`src/rtl/bomb_tick_engine_if.sv`:
```
// Bundle between the bomb-placement controller and the tick engine: maps in, committed maps out,
// player positions, and the tick/busy/done handshake.
interface bomb_tick_engine_if #(
  parameter int unsigned N = 10
);
  localparam int unsigned NCells = N * N;

  logic              tick;
  logic [NCells-1:0] arena_in;
  logic [NCells-1:0] bomb_bit0_in;
  logic [NCells-1:0] bomb_bit1_in;
  logic [3:0]        pa_x;
  logic [3:0]        pa_y;
  logic [3:0]        pb_x;
  logic [3:0]        pb_y;
  logic [NCells-1:0] arena_out;
  logic [NCells-1:0] bomb_bit0_out;
  logic [NCells-1:0] bomb_bit1_out;
  logic [NCells-1:0] flame;
  logic              hit_a;
  logic              hit_b;
  logic              busy;
  logic              done;

  modport master (
    output tick, arena_in, bomb_bit0_in, bomb_bit1_in, pa_x, pa_y, pb_x, pb_y,
    input  arena_out, bomb_bit0_out, bomb_bit1_out, flame, hit_a, hit_b, busy, done
  );

  modport slave (
    input  tick, arena_in, bomb_bit0_in, bomb_bit1_in, pa_x, pa_y, pb_x, pb_y,
    output arena_out, bomb_bit0_out, bomb_bit1_out, flame, hit_a, hit_b, busy, done
  );
endinterface

```
`src/rtl/bomb_tick_engine.sv`:
```
// Per-tick bomb countdown and cross-shaped blast propagation over the arena; all results are
// built in a working copy and committed to the outputs in a single cycle.
module bomb_tick_engine #(
  parameter int unsigned RADIUS = 2,
  parameter int unsigned N      = 10
) (
  input logic               clk,
  input logic               rst_n,
  bomb_tick_engine_if.slave eng_io
);
  localparam int unsigned NCells = N * N;
  localparam int unsigned IdxW   = $clog2(NCells);
  // One spare bit so that both overshoot and underflow land at or above N.
  localparam int unsigned CoordW = $clog2(N + RADIUS) + 1;
  localparam logic [IdxW-1:0]   LastIdx  = IdxW'(NCells - 1);
  localparam logic [CoordW-1:0] NCoord   = CoordW'(N);
  localparam logic [CoordW-1:0] RadCoord = CoordW'(RADIUS);
  localparam logic [CoordW-1:0] OneCoord = CoordW'(1);

  typedef enum logic [2:0] {StIdle, StLoad, StScan, StBlast, StCommit} state_e;
  typedef enum logic [1:0] {DirUp, DirDown, DirLeft, DirRight} dir_e;

  state_e            state_q, state_d;
  dir_e              dir_q, dir_d;
  logic [IdxW-1:0]   idx_q, idx_d;
  logic [CoordW-1:0] cx_q, cx_d, cy_q, cy_d, k_q, k_d;
  logic [NCells-1:0] arena_q, arena_d, b0_q, b0_d, b1_q, b1_d, flame_q, flame_d;
  logic [NCells-1:0] arena_out_q, b0_out_q, b1_out_q, flame_out_q;
  logic              hit_a_q, hit_b_q;

  logic [CoordW-1:0] tx, ty;
  logic              off_grid;
  logic [IdxW-1:0]   tidx, pa_idx, pb_idx;
  logic [1:0]        cur_code, tgt_code;
  logic              pa_hit, pb_hit;
  logic              adv, end_dir;

  always_comb begin
    tx = cx_q;
    ty = cy_q;
    unique case (dir_q)
      DirUp:    tx = cx_q - k_q;
      DirDown:  tx = cx_q + k_q;
      DirLeft:  ty = cy_q - k_q;
      DirRight: ty = cy_q + k_q;
    endcase
    off_grid = (tx >= NCoord) || (ty >= NCoord);
    tidx     = IdxW'(32'(tx) * N + 32'(ty));
    cur_code = {b1_q[idx_q], b0_q[idx_q]};
    tgt_code = {b1_q[tidx], b0_q[tidx]};
    pa_idx   = IdxW'(32'(eng_io.pa_x) * N + 32'(eng_io.pa_y));
    pb_idx   = IdxW'(32'(eng_io.pb_x) * N + 32'(eng_io.pb_y));
    pa_hit   = (32'(eng_io.pa_x) < N) && (32'(eng_io.pa_y) < N) && flame_q[pa_idx];
    pb_hit   = (32'(eng_io.pb_x) < N) && (32'(eng_io.pb_y) < N) && flame_q[pb_idx];
  end

  always_comb begin
    state_d = state_q;
    dir_d   = dir_q;
    idx_d   = idx_q;
    cx_d    = cx_q;
    cy_d    = cy_q;
    k_d     = k_q;
    arena_d = arena_q;
    b0_d    = b0_q;
    b1_d    = b1_q;
    flame_d = flame_q;
    adv     = 1'b0;
    end_dir = 1'b0;
    unique case (state_q)
      StIdle: if (eng_io.tick) state_d = StLoad;
      StLoad: begin
        arena_d = eng_io.arena_in;
        b0_d    = eng_io.bomb_bit0_in;
        b1_d    = eng_io.bomb_bit1_in;
        flame_d = '0;
        idx_d   = '0;
        cx_d    = '0;
        cy_d    = '0;
        state_d = StScan;
      end
      StScan: begin
        unique case (cur_code)
          2'd3: begin
            b0_d[idx_q] = 1'b0;
            adv         = 1'b1;
          end
          2'd2: begin
            b1_d[idx_q] = 1'b0;
            b0_d[idx_q] = 1'b1;
            adv         = 1'b1;
          end
          2'd1: begin
            b0_d[idx_q]    = 1'b0;
            flame_d[idx_q] = 1'b1;
            dir_d          = DirUp;
            k_d            = OneCoord;
            state_d        = StBlast;
          end
          default: adv = 1'b1;
        endcase
      end
      StBlast: begin
        if (off_grid) begin
          end_dir = 1'b1;
        end else if (arena_q[tidx]) begin
          arena_d[tidx] = 1'b0;
          flame_d[tidx] = 1'b1;
          end_dir       = 1'b1;
        end else if (tgt_code != 2'd0) begin
          // Chained bomb is armed to 1; the scan order decides whether it fires this pass.
          b1_d[tidx]    = 1'b0;
          b0_d[tidx]    = 1'b1;
          flame_d[tidx] = 1'b1;
          end_dir       = 1'b1;
        end else begin
          flame_d[tidx] = 1'b1;
          if (k_q == RadCoord) end_dir = 1'b1;
          else k_d = k_q + OneCoord;
        end
        if (end_dir) begin
          k_d = OneCoord;
          if (dir_q == DirRight) adv = 1'b1;
          else dir_d = dir_e'(dir_q + 2'd1);
        end
      end
      StCommit: state_d = StIdle;
      default:  state_d = StIdle;
    endcase
    if (adv) begin
      if (idx_q == LastIdx) begin
        state_d = StCommit;
      end else begin
        state_d = StScan;
        idx_d   = idx_q + IdxW'(1);
        if (cy_q == NCoord - OneCoord) begin
          cy_d = '0;
          cx_d = cx_q + OneCoord;
        end else begin
          cy_d = cy_q + OneCoord;
        end
      end
    end
  end

  always_ff @(posedge clk or negedge rst_n) begin
    if (!rst_n) begin
      state_q <= StIdle;
      dir_q   <= DirUp;
      idx_q   <= '0;
      cx_q    <= '0;
      cy_q    <= '0;
      k_q     <= '0;
      arena_q <= '0;
      b0_q    <= '0;
      b1_q    <= '0;
      flame_q <= '0;
    end else begin
      state_q <= state_d;
      dir_q   <= dir_d;
      idx_q   <= idx_d;
      cx_q    <= cx_d;
      cy_q    <= cy_d;
      k_q     <= k_d;
      arena_q <= arena_d;
      b0_q    <= b0_d;
      b1_q    <= b1_d;
      flame_q <= flame_d;
    end
  end

  always_ff @(posedge clk or negedge rst_n) begin
    if (!rst_n) begin
      arena_out_q <= '0;
      b0_out_q    <= '0;
      b1_out_q    <= '0;
      flame_out_q <= '0;
      hit_a_q     <= 1'b0;
      hit_b_q     <= 1'b0;
    end else if (state_q == StCommit) begin
      arena_out_q <= arena_q;
      b0_out_q    <= b0_q;
      b1_out_q    <= b1_q;
      flame_out_q <= flame_q;
      hit_a_q     <= hit_a_q | pa_hit;
      hit_b_q     <= hit_b_q | pb_hit;
    end
  end

  always_comb begin
    eng_io.arena_out     = arena_out_q;
    eng_io.bomb_bit0_out = b0_out_q;
    eng_io.bomb_bit1_out = b1_out_q;
    eng_io.flame         = flame_out_q;
    eng_io.hit_a         = hit_a_q;
    eng_io.hit_b         = hit_b_q;
    eng_io.busy          = (state_q != StIdle);
    eng_io.done          = (state_q == StCommit);
  end
endmodule

```
`src/flat_wrapper.sv`:
```
// flat-port wrapper written by rule: the top's interface ports become plain ports
module bomb_tick_engine_flat 
#(
  parameter int unsigned RADIUS = 2,
  parameter int unsigned N      = 10
)
  (clk, rst_n, eng_io_tick, eng_io_arena_in, eng_io_bomb_bit0_in, eng_io_bomb_bit1_in, eng_io_pa_x, eng_io_pa_y, eng_io_pb_x, eng_io_pb_y, eng_io_arena_out, eng_io_bomb_bit0_out, eng_io_bomb_bit1_out, eng_io_flame, eng_io_hit_a, eng_io_hit_b, eng_io_busy, eng_io_done);
  bomb_tick_engine_if #(.N(N)) eng_io_i ();
  input logic clk;
  input logic rst_n;
  input wire logic [$bits(eng_io_i.tick)-1:0] eng_io_tick;
  input wire logic [$bits(eng_io_i.arena_in)-1:0] eng_io_arena_in;
  input wire logic [$bits(eng_io_i.bomb_bit0_in)-1:0] eng_io_bomb_bit0_in;
  input wire logic [$bits(eng_io_i.bomb_bit1_in)-1:0] eng_io_bomb_bit1_in;
  input wire logic [$bits(eng_io_i.pa_x)-1:0] eng_io_pa_x;
  input wire logic [$bits(eng_io_i.pa_y)-1:0] eng_io_pa_y;
  input wire logic [$bits(eng_io_i.pb_x)-1:0] eng_io_pb_x;
  input wire logic [$bits(eng_io_i.pb_y)-1:0] eng_io_pb_y;
  output wire logic [$bits(eng_io_i.arena_out)-1:0] eng_io_arena_out;
  output wire logic [$bits(eng_io_i.bomb_bit0_out)-1:0] eng_io_bomb_bit0_out;
  output wire logic [$bits(eng_io_i.bomb_bit1_out)-1:0] eng_io_bomb_bit1_out;
  output wire logic [$bits(eng_io_i.flame)-1:0] eng_io_flame;
  output wire logic [$bits(eng_io_i.hit_a)-1:0] eng_io_hit_a;
  output wire logic [$bits(eng_io_i.hit_b)-1:0] eng_io_hit_b;
  output wire logic [$bits(eng_io_i.busy)-1:0] eng_io_busy;
  output wire logic [$bits(eng_io_i.done)-1:0] eng_io_done;
  assign eng_io_i.tick = eng_io_tick;
  assign eng_io_i.arena_in = eng_io_arena_in;
  assign eng_io_i.bomb_bit0_in = eng_io_bomb_bit0_in;
  assign eng_io_i.bomb_bit1_in = eng_io_bomb_bit1_in;
  assign eng_io_i.pa_x = eng_io_pa_x;
  assign eng_io_i.pa_y = eng_io_pa_y;
  assign eng_io_i.pb_x = eng_io_pb_x;
  assign eng_io_i.pb_y = eng_io_pb_y;
  assign eng_io_arena_out = eng_io_i.arena_out;
  assign eng_io_bomb_bit0_out = eng_io_i.bomb_bit0_out;
  assign eng_io_bomb_bit1_out = eng_io_i.bomb_bit1_out;
  assign eng_io_flame = eng_io_i.flame;
  assign eng_io_hit_a = eng_io_i.hit_a;
  assign eng_io_hit_b = eng_io_i.hit_b;
  assign eng_io_busy = eng_io_i.busy;
  assign eng_io_done = eng_io_i.done;
  bomb_tick_engine #(.RADIUS(RADIUS), .N(N)) u_core (.clk(clk), .rst_n(rst_n), .eng_io(eng_io_i));
endmodule
```
`config.mk`:
```
export PLATFORM = sky130hd
export DESIGN_NAME = bomb_tick_engine_flat
export DESIGN_NICKNAME = d
export VERILOG_FILES = /design/src/rtl/bomb_tick_engine_if.sv /design/src/rtl/bomb_tick_engine.sv /design/src/flat_wrapper.sv
export SDC_FILE = /design/constraint.sdc
export NUM_CORES = 2
export LEC_CHECK = 0
export BUFFER_PORTS_ARGS = -buffer_cell sky130_fd_sc_hd__buf_2
export CORE_MARGIN = 4
export CORE_UTILIZATION = 35
export CTS_BUF_LIST = sky130_fd_sc_hd__clkbuf_16
export DETAILED_ROUTE_END_ITERATION = 7
export MAX_ROUTING_LAYER = met4
export PLACE_DENSITY = 0.51
export SLEW_MARGIN = 0
export SYNTH_ARGS = -nofsm -noshare
export SYNTH_HDL_FRONTEND = slang
export SYNTH_SLANG_ARGS = --single-unit
```
`constraint.sdc`:
```
create_clock -name clk -period 7.88 [get_ports clk]
set_input_delay 0.394 -clock clk [delete_from_list [all_inputs] [get_ports clk]]
set_output_delay 0.394 -clock clk [all_outputs]
set_load 0.03 [all_outputs]
```
; ---- Word level (Yosys, flattened, before mapping)
; Cells that the tools add are included.
[op_classes]
addsub = 12
mul = 3
n_lt_le_gt_ge = 12
n_eq_ne = 29
muxes = 72
n_bitwise = 12
reduce_logical = 22
[op_table]
columns = op, count
row1 = $mux W100, 11
row2 = $pmux W100 S3, 3
row3 = $and A100 B100 Y100, 4
row4 = $or A100 B100 Y100, 4
row5 = $pmux W100 S2, 2
row6 = $not A100 Y100, 2
row7 = $mux W5, 14
row8 = $bmux W1 S7, 7
row9 = $lt A7 B8 Y1 const B, 4
row10 = $pmux W5 S2, 3
row11 = $mux W7, 3
row12 = $mux W1, 17
row13 = $lt A4 B4 Y1 const B, 4
row14 = $add A5 B1 Y5 const B, 3
row15 = $ne A3 B3 Y1 const B, 5
row16 = $add A7 B4 Y7, 2
row17 = $demux W1 S7, 2
row18 = $ge A7 B1 Y1 const B, 2
row19 = $mul A4 B3 Y6 const B, 2
row20 = $mux W3, 4
row21 = $pmux W3 S4, 1
row22 = $add A5 B5 Y5, 2
row23 = $ge A5 B4 Y1 const B, 2
row24 = $ne A2 B1 Y1 const B, 5
row25 = 31 further kinds, 54
[totals]
reg_bits = 829
input_bits = 319
output_inout_bits = 404
word_cells = 178

; ---- Logic depth before layout (Yosys ltp)
[depth]
ltp_word = 15
mapped_depth = 28

; ---- Worst setup path before layout
; OpenSTA, ideal clock, no wires.
[synth_timing]
path_type = register to register
start = register u_core.k_q[0]
end = register u_core.b1_q[72]
t_arrival_ns = 5.979
required_ns = 7.759
path_slack_ns = 1.780
stages_incl_launch_ff = 28
n_path_buf = 3
synth_period_minus_slack_ns = 6.100
path_cell_list = dfrtp_1 -> inv_1 -> ha_1 -> mux2_2 -> fa_1 -> a21oi_1 -> nor2_1 -> nor2_1 -> xnor2_1 -> mux2i_1 -> xor2_1 -> ha_1 -> inv_1 -> fa_1 -> and3b_1 -> o2bb2ai_1 -> xnor2_1 -> and3_1 -> clkbuf_1 -> or2_2 -> clkbuf_1 -> a311oi_1 -> nor4_1 -> o41a_1 -> nor3_4 -> buf_2 -> o21ai_0 -> a22o_1
[synth_between]
elab_chain_cells = 14
elab_cells_between_ends = 33
[synth_lines]
columns = element, line
row1 = start: declaration, bomb_tick_engine.sv:26  ; logic [CoordW-1:0] cx_q, cx_d, cy_q, cy_d, k_q, k_d;
row2 = start signal: assignment, bomb_tick_engine.sv:164  ; k_q <= k_d;
row3 = $add A5 B5 Y5 / $sub A5 B5 Y5 (equally long branches), "bomb_tick_engine.sv:43, bomb_tick_engine.sv:42"
row4 = $pmux W5 S2, bomb_tick_engine.sv:41  ; unique case (dir_q)
row5 = $mul A5 B3 Y6, bomb_tick_engine.sv:48  ; tidx = IdxW'(32'(tx) * N + 32'(ty));
row6 = $add A7 B5 Y7, bomb_tick_engine.sv:48
row7 = $lt A7 B8 Y1 (implied by the code) / $ge A7 B1 Y1 (equally long branches), bomb_tick_engine.sv:112  ; b1_d[tidx] = 1'b0;
row8 = $logic_and A1 B1 Y1 (implied by the code), bomb_tick_engine.sv:112
row9 = $mux W1 (implied by the code), bomb_tick_engine.sv:112
row10 = $demux W1 S7, n/a
row11 = $not A100 Y100 (no line), n/a
row12 = $and A100 B100 Y100 (no line), n/a
row13 = $mux W100, bomb_tick_engine.sv:110  ; end else if (tgt_code != 2'd0) begin
row14 = $mux W100, bomb_tick_engine.sv:106  ; end else if (arena_q[tidx]) begin
row15 = $mux W100, bomb_tick_engine.sv:104  ; if (off_grid) begin
row16 = $pmux W100 S3, bomb_tick_engine.sv:70  ; unique case (state_q)
row17 = end signal: assignment, bomb_tick_engine.sv:156  ; b1_q <= '0;
row18 = end signal: assignment, bomb_tick_engine.sv:167  ; b1_q <= b1_d;
row19 = end: declaration, bomb_tick_engine.sv:27  ; logic [NCells-1:0] arena_q, arena_d, b0_q, b0_d, b1_q, b1_d, flame_q, flame_d;
; Several ways; a longest one is shown, not always the timed one. The select of a mux whose other input is x is not followed.
; A chain may end at the register's enable or synchronous reset.

; ---- Final worst setup path
[layout_timing]
start = register u_core.dir_q[0]
end = register u_core.b1_q[4]
[layout_between]
elab_chain_cells = 14
elab_cells_between_ends = 33
[layout_lines]
columns = element, line
row1 = start: declaration, bomb_tick_engine.sv:24  ; dir_e dir_q, dir_d;
row2 = start signal: assignment, bomb_tick_engine.sv:149  ; dir_q <= DirUp;
row3 = start signal: assignment, bomb_tick_engine.sv:160  ; dir_q <= dir_d;
row4 = $eq A2 B1 Y1 / $logic_not A2 Y1 (equally long branches), bomb_tick_engine.sv:41
row5 = $pmux W5 S2, bomb_tick_engine.sv:41
row6 = $mul A5 B3 Y6, bomb_tick_engine.sv:48
row7 = $add A7 B5 Y7, bomb_tick_engine.sv:48
row8 = $lt A7 B8 Y1 (implied by the code) / $ge A7 B1 Y1 (equally long branches), bomb_tick_engine.sv:112
row9 = $logic_and A1 B1 Y1 (implied by the code), bomb_tick_engine.sv:112
row10 = $mux W1 (implied by the code), bomb_tick_engine.sv:112
row11 = $demux W1 S7, n/a
row12 = $not A100 Y100 (no line), n/a
row13 = $and A100 B100 Y100 (no line), n/a
row14 = $mux W100, bomb_tick_engine.sv:110
row15 = $mux W100, bomb_tick_engine.sv:106
row16 = $mux W100, bomb_tick_engine.sv:104
row17 = $pmux W100 S3, bomb_tick_engine.sv:70
; Several ways; a longest one is shown, not always the timed one. The select of a mux whose other input is x is not followed.

==> impl_metrics.csv <==
group,metric,value,unit
cts,htreeDepth,3,
hold_path,worstHoldStart,"eng_io_bomb_bit1_in[62]",
logic_synthesis,yosys.area_share.adder,1.51,%
outcome,outcome,"finished, final reports clean",
finish,drive_above_1_share,32.2,%
finish,seq_area,0.0207,mm2
hold_path,holdPathStages,2,
route,drt_wl_total,217000,um
cts,clkSlewWorstSetupHoldPaths,60,ps
global_routing,grt_pass1_wl,300000,um
critical_path,slowest_stage,"nor2_1",
logic_synthesis,mappedNetlistArea,0.0430,mm2
global_routing,groute.usage.overall,33.7,%
timing,period_minus_slack,7430,ps
cts,cts_max_path_buffers,3,
placed_design,place_hpwl,160000,um
logic_synthesis,netlist_instances,4072,
hold_path,hp-class,"in -> reg",
timing,hold_viol,0,
route,wl_per_cell,32.7,um
timing,finClkSkew,48.4,ps
logic_synthesis,muxShareOfSynthArea,18.9,%
critical_path,cp_slowest_stage_delay,870,ps
critical_path,endpoint_kind,"register",
flow_run,cap_violations,0,
cts,cts_made_buffers,97,
route,firstDrtPassIters,7,
logic_synthesis,async_flop_share,100,%
route,drt-initial-drc-count,5167,
route,drtAntennaViolNets,0,
critical_path,worstPathRequired,8440,ps
critical_path,cp.buffers_inverters,1,
finish,fin_area,0.0539,mm2
floorplanning,row_count,128,
route,post-route-drc-count,0,
timing,max_freq,135,MHz
critical_path,r2r-end,"u_core.b1_q[4]",
global_routing,grt_pass1_vias,39300,
floorplanning,fp.dieArea,0.128,mm2
critical_path,critical_path_class,"reg -> reg",
logic_synthesis,synthSimpleGateAreaFrac,8.48,%
logic_synthesis,synth_cell_types,79,
timing,period_share,94.3,%
logic_synthesis,ys_ff_latch,829,
placed_design,port_buffers,722,
timing,final.setup.tns,0,ps
critical_path,crit_family,"compound AO/OA/AOI/OAI gates",
finish,multi_input_area,0.0206,mm2
global_routing,antenna_found_initial,18,
timing,setup_violations,0,
timing,rsz0062_at_grt,"no",
logic_synthesis,synth-edff-count,0,
floorplanning,die_w,358,um
cts,clock_sinks,829,
finish,syn2layout_area_growth,25.5,%
finish,nFillCells,11800,
floorplanning,die_h,358,um
critical_path,start_kind,"register",
global_routing,grt_start_max_net_pins,157,
critical_path,path_cells,"ha_1 -> nor2_1 -> xor2_1 -> ha_1 -> nor2b_1 -> o21a_1 -> or3_1 -> a2111o_1 -> nand2_1 -> xor2_1 -> ha_1 -> xor2_1 -> nor2_1 -> o21ai_0 -> a311oi_1 -> nor4_1 -> o41a_1 -> nor3_4 -> buf_12 -> o21ai_0 -> a22o_1",
placed_design,globalplace.congestion,1.01,
timing,relSlewSlack,13.0,%
critical_path,r2r_start,"u_core.dir_q[0]",
critical_path,arrival,7990,ps
timing,tightest_slew,1300,ps
logic_synthesis,yosysSeqAreaShare,48.3,%
logic_synthesis,synth_top_family_by_area,"multiplexers",
placed_design,place_area,0.0484,mm2
finish,fin_nets,5272,
logic_synthesis,synth_top_flop_cell,"dfrtp_1",
logic_synthesis,ys_warn_count,0,
global_routing,overflow,0,
cts,clock_latency,720,ps
route,via_count,39900,
cts,clockRootBuffer,"clkbuf_16",
timing,slew_viol_final,0,
logic_synthesis,synth_compound_area_share,18.1,%
floorplanning,start_util,35.3,%
logic_synthesis,synth_xor_area_share,0.652,%
critical_path,reg2regPathDepth,21,
finish,layout_commonest_cell,"dfrtp_1",
logic_synthesis,synth_nets,4438,
logic_synthesis,syn_avg_cell_area,10.6,um2
critical_path,reg2reg_setup_slack,450,ps
cts,tritoncts,"yes",
critical_path,cp_max_fo,100,
floorplanning,core-area,0.122,mm2
finish,final_cell_mix,"dfrtp_1 (826), buf_2 (721), mux2_2 (499)",
route,vias_per_cell,6.03,
floorplanning,io_pins,723,
critical_path,worstSetupStartpoint,"u_core.dir_q[0]",
hold_path,holdPathEnd,"u_core.b1_q[62]",
[Yosys cell counts, drive strengths merged (9+ instances only)]
library cell | count | area share [%]
a211oi | 17 | 0.30
a21oi | 254 | 3.0
a221oi | 38 | 0.77
a222oi | 87 | 2.0
a22o | 106 | 2.2
a22oi | 30 | 0.52
a31oi | 12 | 0.17
and2 | 12 | 0.17
buf | 58 | 0.62
clkbuf | 269 | 2.4
dfrtp | 829 | 48
ha | 39 | 1.1
inv | 120 | 1.0
mux2 | 499 | 13
mux2i | 46 | 1.1
mux4 | 90 | 4.7
nand2 | 372 | 3.2
nand2b | 9 | 0.13
nand3 | 72 | 0.84
nor2 | 248 | 2.2
nor2b | 18 | 0.26
nor3 | 64 | 0.77
o211ai | 18 | 0.31
o21ai | 496 | 5.8
o221ai | 14 | 0.29
o22ai | 62 | 0.90
o311ai | 11 | 0.22
or2 | 15 | 0.22
or3 | 9 | 0.13
xnor2 | 14 | 0.29
xor2 | 18 | 0.37
[kinds of logic (layout without fill, tap and decap cells)]
family | after synthesis | after routing
AO/OA/AOI/OAI | 1229 | 1229
flip-flops | 829 | 829
buffers and inverters | 450 | 1362
other | 0 | 15
AND/OR/NAND/NOR | 850 | 850
multiplexers | 635 | 635
XOR/XNOR | 32 | 32
adder cells (fa/ha/maj) | 47 | 47
[worst register-to-register path: stages, from the launching register on]
cell and delay, ps:
dfrtp_1 390, ha_1 510, nor2_1 120, xor2_1 160, ha_1 350, nor2b_1 150, o21a_1 170, or3_1 330
a2111o_1 410, nand2_1 70, xor2_1 280, ha_1 410, xor2_1 270, nor2_1 870, o21ai_0 510, a311oi_1 430
nor4_1 140, o41a_1 540, nor3_4 230, buf_12 360, o21ai_0 350, a22o_1 210
[worst max-delay path by stage]
stage / slack, ps / cells after the start / end
final: 450 / 21 / u_core.b1_q[4]
after CTS: 760 / 21 / u_core.b1_q[83]
after floorplan: 1780 / 27 / u_core.b1_q[72]
after detailed placement: 810 / 26 / u_core.b1_q[31]
after global placement: 800 / 21 / u_core.b1_q[62]
after global routing: 180 / 24 / u_core.arena_q[49]
[final cells by class]
| cell class | instances | share of cell area [%] |
|---|---|---|
| timing repair buffer | 1062 | 12.8 |
| sequential | 829 | 38.5 |
| multi-input combinational | 2793 | 38.3 |
| inverter | 123 | 0.856 |
| clock buffer | 98 | 4.55 |
| clock inverter | 79 | 1.23 |
| tap | 1625 | 3.77 |
| antenna | 15 | 0.0696 |
[state kept, by name, summed over array words and instances (netlist names)]
signal                       flops
u_core.cx_q                      5
u_core.eng_io.bomb_bit0_out    100
u_core.arena_q                 100
u_core.idx_q                     7
u_core.k_q                       5
u_core.flame_q                 100
u_core.eng_io.bomb_bit1_out    100
u_core.eng_io.hit_b              1
u_core.eng_io.flame            100
u_core.eng_io.hit_a              1
u_core.b0_q                    100
u_core.dir_q                     2
u_core.state_q                   3
u_core.eng_io.arena_out        100
u_core.cy_q                      5
u_core.b1_q                    100
[through the flow]
| step | setup WS (ps) | hold slack (ps) | utilization, % | instances |
|---|---|---|---|---|
| 2_1_floorplan | 1780 | 98.4 | - | 4072 |
| 3_3_place_gp | 798 | 433 | 39.7 | 6196 |
| 3_5_place_dp | 811 | 434 | 39.7 | 6196 |
| 4_1_cts | 755 | 1.61 | 44.2 | 6608 |
| 5_1_grt | 176 | 30.6 | 44.2 | 6622 |
| 6_report | 449 | 25.0 | 44.2 | 6624 |
[routing by layer]
metal | GRT usage [%] | vias up | routed length (um) | share of wire (%)
li1 | - | 16800 | - | -
met1 | 42.6 | 20300 | 85700 | 40
met2 | 51.4 | 2329 | 99400 | 46
met3 | 6.91 | 548 | 19100 | 8.8
met4 | 17.1 | 0 | 12700 | 5.9
met5 | - | - | 0 | 0
[what timing repair did]
| action | in CTS | in global routing |
|---|---|---|
| hold buffers | 235 | 1 |
| endpoints found under the hold margin | 313 | 1 |
| resized for setup | 0 | 0 |
| buffers inserted | 0 | 0 |
Power is left out: the tool's default activity adds up to more than one toggle a clock period on the data nets, which glitch-free logic cannot reach.
